## src/rtl/ovr_ctrl_reg.sv

```systemverilog
// Command-driven register with write/assign/deassign/force/release override semantics.
// Optional OVR_CYCLES_EN adds an override-episode cycle counter on port ovr_cycles.
module ovr_ctrl_reg #(
   parameter int             W         = 2,
   parameter logic [W-1:0]   RESET_VAL = '0,
   parameter int             SETTLE    = 2
) (
   input  logic          clk,
   input  logic          rst,
   input  logic          cmd_valid,
   output logic          cmd_ready,
   input  logic [2:0]    cmd_op,
   input  logic [W-1:0]  cmd_data,
   output logic [W-1:0]  q,
   output logic [1:0]    ovr_state,
   output logic          write_lost,
`ifdef OVR_CYCLES_EN
   output logic          err,
   output logic [15:0]   ovr_cycles
`else
   output logic          err
`endif
);

   // state      | meaning
   // NORMAL     | q follows base, writes land
   // ASSIGNED   | q = asg_val, writes lost
   // FORCED     | q = frc_val, writes lost
   // FORCED_ASG | forced over an assign; q = frc_val
   typedef enum logic [1:0] {
      NORMAL     = 2'b00,
      ASSIGNED   = 2'b01,
      FORCED     = 2'b10,
      FORCED_ASG = 2'b11
   } state_t;

   localparam logic [2:0] OP_WRITE    = 3'd0;
   localparam logic [2:0] OP_ASSIGN   = 3'd1;
   localparam logic [2:0] OP_DEASSIGN = 3'd2;
   localparam logic [2:0] OP_FORCE    = 3'd3;
   localparam logic [2:0] OP_RELEASE  = 3'd4;
   localparam int CW = (SETTLE > 0) ? $clog2(SETTLE + 1) : 1;

   state_t          state, state_n;
   logic [W-1:0]    base, base_n, asg_val, asg_n, frc_val, frc_n, q_n;
   logic [CW-1:0]   settle_cnt;
   logic            accept, settle_start, wl_n, err_n;

   assign accept    = cmd_valid & cmd_ready;
   assign cmd_ready = (settle_cnt == '0);
   assign ovr_state = state;

   always_comb begin
      state_n      = state;
      base_n       = base;
      asg_n        = asg_val;
      frc_n        = frc_val;
      wl_n         = 1'b0;
      err_n        = 1'b0;
      settle_start = 1'b0;
      if (accept) begin
         case (cmd_op)
            OP_WRITE: begin
               if (state == NORMAL) base_n = cmd_data;
               else                 wl_n   = 1'b1;
            end
            OP_ASSIGN: begin
               asg_n        = cmd_data;
               state_n      = state_t'({state[1], 1'b1});
               settle_start = 1'b1;
            end
            OP_DEASSIGN: begin
               if (state[0]) begin
                  base_n       = asg_val;
                  state_n      = state_t'({state[1], 1'b0});
                  settle_start = 1'b1;
               end else begin
                  err_n = 1'b1;
               end
            end
            OP_FORCE: begin
               frc_n        = cmd_data;
               state_n      = state_t'({1'b1, state[0]});
               settle_start = 1'b1;
            end
            OP_RELEASE: begin
               if (state[1]) begin
                  // with no assign underneath, the forced value becomes the stored value
                  if (!state[0]) base_n = frc_val;
                  state_n      = state_t'({1'b0, state[0]});
                  settle_start = 1'b1;
               end else begin
                  err_n = 1'b1;
               end
            end
            default: err_n = 1'b1;
         endcase
      end
      q_n = state_n[1] ? frc_n : (state_n[0] ? asg_n : base_n);
   end

   always_ff @(posedge clk or posedge rst) begin
      if (rst) begin
         state      <= NORMAL;
         base       <= RESET_VAL;
         asg_val    <= '0;
         frc_val    <= '0;
         q          <= RESET_VAL;
         write_lost <= 1'b0;
         err        <= 1'b0;
         settle_cnt <= '0;
      end else begin
         state      <= state_n;
         base       <= base_n;
         asg_val    <= asg_n;
         frc_val    <= frc_n;
         q          <= q_n;
         write_lost <= wl_n;
         err        <= err_n;
         if (settle_start)          settle_cnt <= CW'(SETTLE);
         else if (settle_cnt != '0) settle_cnt <= settle_cnt - 1'b1;
      end
   end

`ifdef OVR_CYCLES_EN
   always_ff @(posedge clk or posedge rst) begin
      if (rst) begin
         ovr_cycles <= '0;
      end else if (state == NORMAL && state_n != NORMAL) begin
         ovr_cycles <= '0;
      end else if (state != NORMAL && ovr_cycles != 16'hFFFF) begin
         ovr_cycles <= ovr_cycles + 16'd1;
      end
   end
`endif

endmodule

```

## config.mk

```make
export PLATFORM = sky130hd
export DESIGN_NAME = ovr_ctrl_reg
export DESIGN_NICKNAME = d
export VERILOG_FILES = /design/src/rtl/ovr_ctrl_reg.sv
export SDC_FILE = /design/constraint.sdc
export NUM_CORES = 1
export LEC_CHECK = 0
export CORE_MARGIN = 2
export CORE_UTILIZATION = 53
export CTS_CLUSTER_DIAMETER = 60
export DETAILED_ROUTE_END_ITERATION = 6
export GPL_ROUTABILITY_DRIVEN = 0
export GPL_TIMING_DRIVEN = 0
export PLACE_DENSITY = 0.92
export SLEW_MARGIN = 20
export SYNTH_ARGS = -nofsm -noshare
export SYNTH_HDL_FRONTEND = slang
export SYNTH_SLANG_ARGS = --single-unit
```

## constraint.sdc

```tcl
create_clock -name clk -period 3.2 [get_ports clk]
set_input_delay 0.64 -clock clk [delete_from_list [all_inputs] [get_ports clk]]
set_output_delay 0.64 -clock clk [all_outputs]
set_load 0.05 [all_outputs]
```

==> results.cfg <==
[power]
p_per_area_nw_per_um2 = 710.8
p_leak_nw = 0.4656
ir_drop_mv = 0.5286

[logic_synthesis]
avgSynthCellArea_um2 = 9.445
synth_xor_area_frac = 0
post_synth_num_cell_types = 29
yosys.area_share.simple = 0.1842
synth_seq_area_share = 0.4523
synthMuxAreaShare = 0.06462
synth_seq_cells = 14
syn_inst = 82
synth.yosys.warnings = 0
synthAdderAreaFrac = 0.01616
synth_compound_area_frac = 0.1955
synth_top_family_by_area = compound AO/OA/AOI/OAI gates
synth.cell_area_um2 = 774.5
syn-num-nets = 91

[clock_network]
cts_tree = done
cts_buffers = 3
insertion_delay_ns = 0.28
cts_resized = 0
cts_max_level = 1
clk_pin_slew_worst_paths_ns = 0.07
root_buffer = clkbuf_4
clock-sinks = 14
cts_setup_buffers = 0
cts_hold_buf = 0
cts_buffer_depth = 2

[route]
met2_length_um = 801
ant_nets = 0
routed-via-count = 701
top_layer_used = met4
drtPass1Iterations = 4
drtIter0Drc = 17
wl_um = 1635
wl_met1_um = 631
drcViolationCount = 0
vias_per_cell = 6.096
met3_length_um = 154
wl_per_cell_um = 14.22

[die]
core_region_area_um2 = 1334
start_util = 0.5807
fp.dieW_um = 42.23
die_area_um2 = 1783
fp.dieH_um = 42.23
rows = 13
io_pins = 15

[sta]
post-route-period-util = 0.7704
clock_skew_ns = 0.007743
worst_pin_slew_ns = 0.5324
final-setup-viol-count = 0
finalHoldViolCount = 0
setup_tns_ns = 0
period_minus_slack_ns = 2.465
slew_headroom = 0.6447
rsz0062_at_grt = false
max_freq_mhz = 405.6
drv_slew = 0

[critical_path]
crit_chain = inv_1 -> ha_1 -> clkdlybuf4s50_1
worstPathArrival_ns = 1.83
crit_path_start_kind = register
path_delay_family = buffers and inverters
cp_slowest_stage_delay_ns = 0.85
crit_fanout = 5
crit_slowest_cell = clkdlybuf4s50_1
crit_type = reg2out
crit_required_ns = 2.56
crit_buf_inv = 2
crit_path_end_kind = output pin

[global_route]
grt_pass1_wl_um = 2677
grt_pass1_vias = 624
gr-total-overflow = 0
grt_max_degree = 15
grt_usage = 0.2011
grt_antenna_before_repair = 0

[cells_and_area]
stdcell_count = 115
drive_gt1_frac = 0.1300
mostFrequentLayoutCells = 14 x dfrtp_1, 14 x clkdlybuf4s50_1, 10 x inv_1, 7 x a21oi_1, 7 x nor2_1
antenna_cells = 0
area_delta_synth_final_pct = 25.20
final_nets = 110

[hold_path]
hold_class = reg2reg

[outcome]
status = completed

[run]
max_cap_violations = 0

[placed_design]
placed_cells = 111
port_buffers = 14
dp_hpwl_um = 1162
[through the flow]
step / util / area, um^2 / total power [W] / hold WS (ns) / setup WS, ns
global placement: 0.6998 / 933.4 / 0.0005510 / 0.4612 / 0.8349
floorplan: - / 774.5 / 0.0004734 / 0.4360 / 1.140
finish: 0.7270 / 969.7 / 0.0006893 / 0.4883 / 0.7346
detailed placement: 0.6998 / 933.4 / 0.0005666 / 0.4683 / 0.7972
CTS: 0.7270 / 969.7 / 0.0006938 / 0.4900 / 0.7176
global route: 0.7270 / 969.7 / 0.0007356 / 0.5292 / 0.6468
[cell type report]
| class | count | area (um^2) |
|---|---|---|
| multi-input cells | 53 | 356.6 |
| repair buffers | 14 | 140.1 |
| flip-flops and latches | 14 | 350.3 |
| clock buffers | 4 | 36.28 |
| well taps | 15 | 18.77 |
| fillers | 110 | 364.1 |
| plain buffers | 5 | 30.03 |
| inverters | 10 | 37.54 |
[logic make-up (layout without fill, tap and decap cells)]
group | after synthesis | count (layout)
AOI/OAI and AO/OA | 23 | 23
buffers and inverters | 15 | 33
adders and majority gates | 1 | 1
DFF | 14 | 14
and+or+nand+nor | 24 | 24
muxes | 5 | 5
[state kept, by name, indices dropped and copies added (netlist names)]
name        cells
asg_val         2
base            2
err             1
frc_val         2
ovr_state       2
q               2
settle_cnt      2
write_lost      1
[worst reg2reg max path: stages (launching register included)]
cell and delay (ns):
dfrtp_1 0.36, inv_1 0.08, ha_1 0.25, nand2_2 0.15, nor3b_4 0.27, nand2_1 0.14, mux2i_1 0.17, a222oi_1 0.32
[Yosys cell counts]
cell type | instances | share of area
a211o_1 | 1 | 0.011
a211oi_1 | 1 | 0.0097
a21boi_0 | 1 | 0.0097
a21oi_1 | 7 | 0.045
a222oi_1 | 2 | 0.026
a2bb2oi_2 | 1 | 0.019
a41oi_1 | 1 | 0.011
and2b_4 | 1 | 0.013
and3_1 | 2 | 0.016
buf_2 | 3 | 0.019
buf_4 | 2 | 0.019
dfrtp_1 | 14 | 0.45
ha_1 | 1 | 0.016
inv_1 | 10 | 0.048
mux2i_1 | 5 | 0.065
nand2_1 | 3 | 0.015
nand2_2 | 1 | 0.0081
nand4_1 | 2 | 0.016
nor2_1 | 7 | 0.034
nor2b_1 | 1 | 0.0081
nor3_1 | 1 | 0.0065
nor3b_1 | 2 | 0.019
nor3b_4 | 1 | 0.024
nor4_1 | 1 | 0.0081
o21ai_0 | 4 | 0.026
o21ai_1 | 3 | 0.019
o22ai_1 | 1 | 0.0081
o31ai_1 | 1 | 0.0097
or2_1 | 2 | 0.016
[power by group]
part | internal (W) | switching [W] | total [W]
sequential | 0.000235 | 0.0000231 | 0.000258
clock | 0.0000692 | 0.0000543 | 0.000124
combinational | 0.000112 | 0.000196 | 0.000307
[routing by layer]
metal | up-vias | track usage
met2 | 45 | 0.3108
met1 | 324 | 0.2452
met4 | 0 | 0.08750
li1 | 326 | -
met5 | - | 0
met3 | 6 | 0.08190
[final timing paths]
kind	endpoint	startpoint	cells after the start	slack [ns]
max	cmd_ready	settle_cnt[0]	3	0.73
min	base[0]	base[0]	2	0.49
max reg2reg	q[0]	settle_cnt[0]	7	1.34
min reg2reg	base[0]	base[0]	2	0.49
max in group asynchronous	q[0]	rst	2	2.15
min in group asynchronous	err	rst	2	0.69
(Power assumes the default switching activity.)
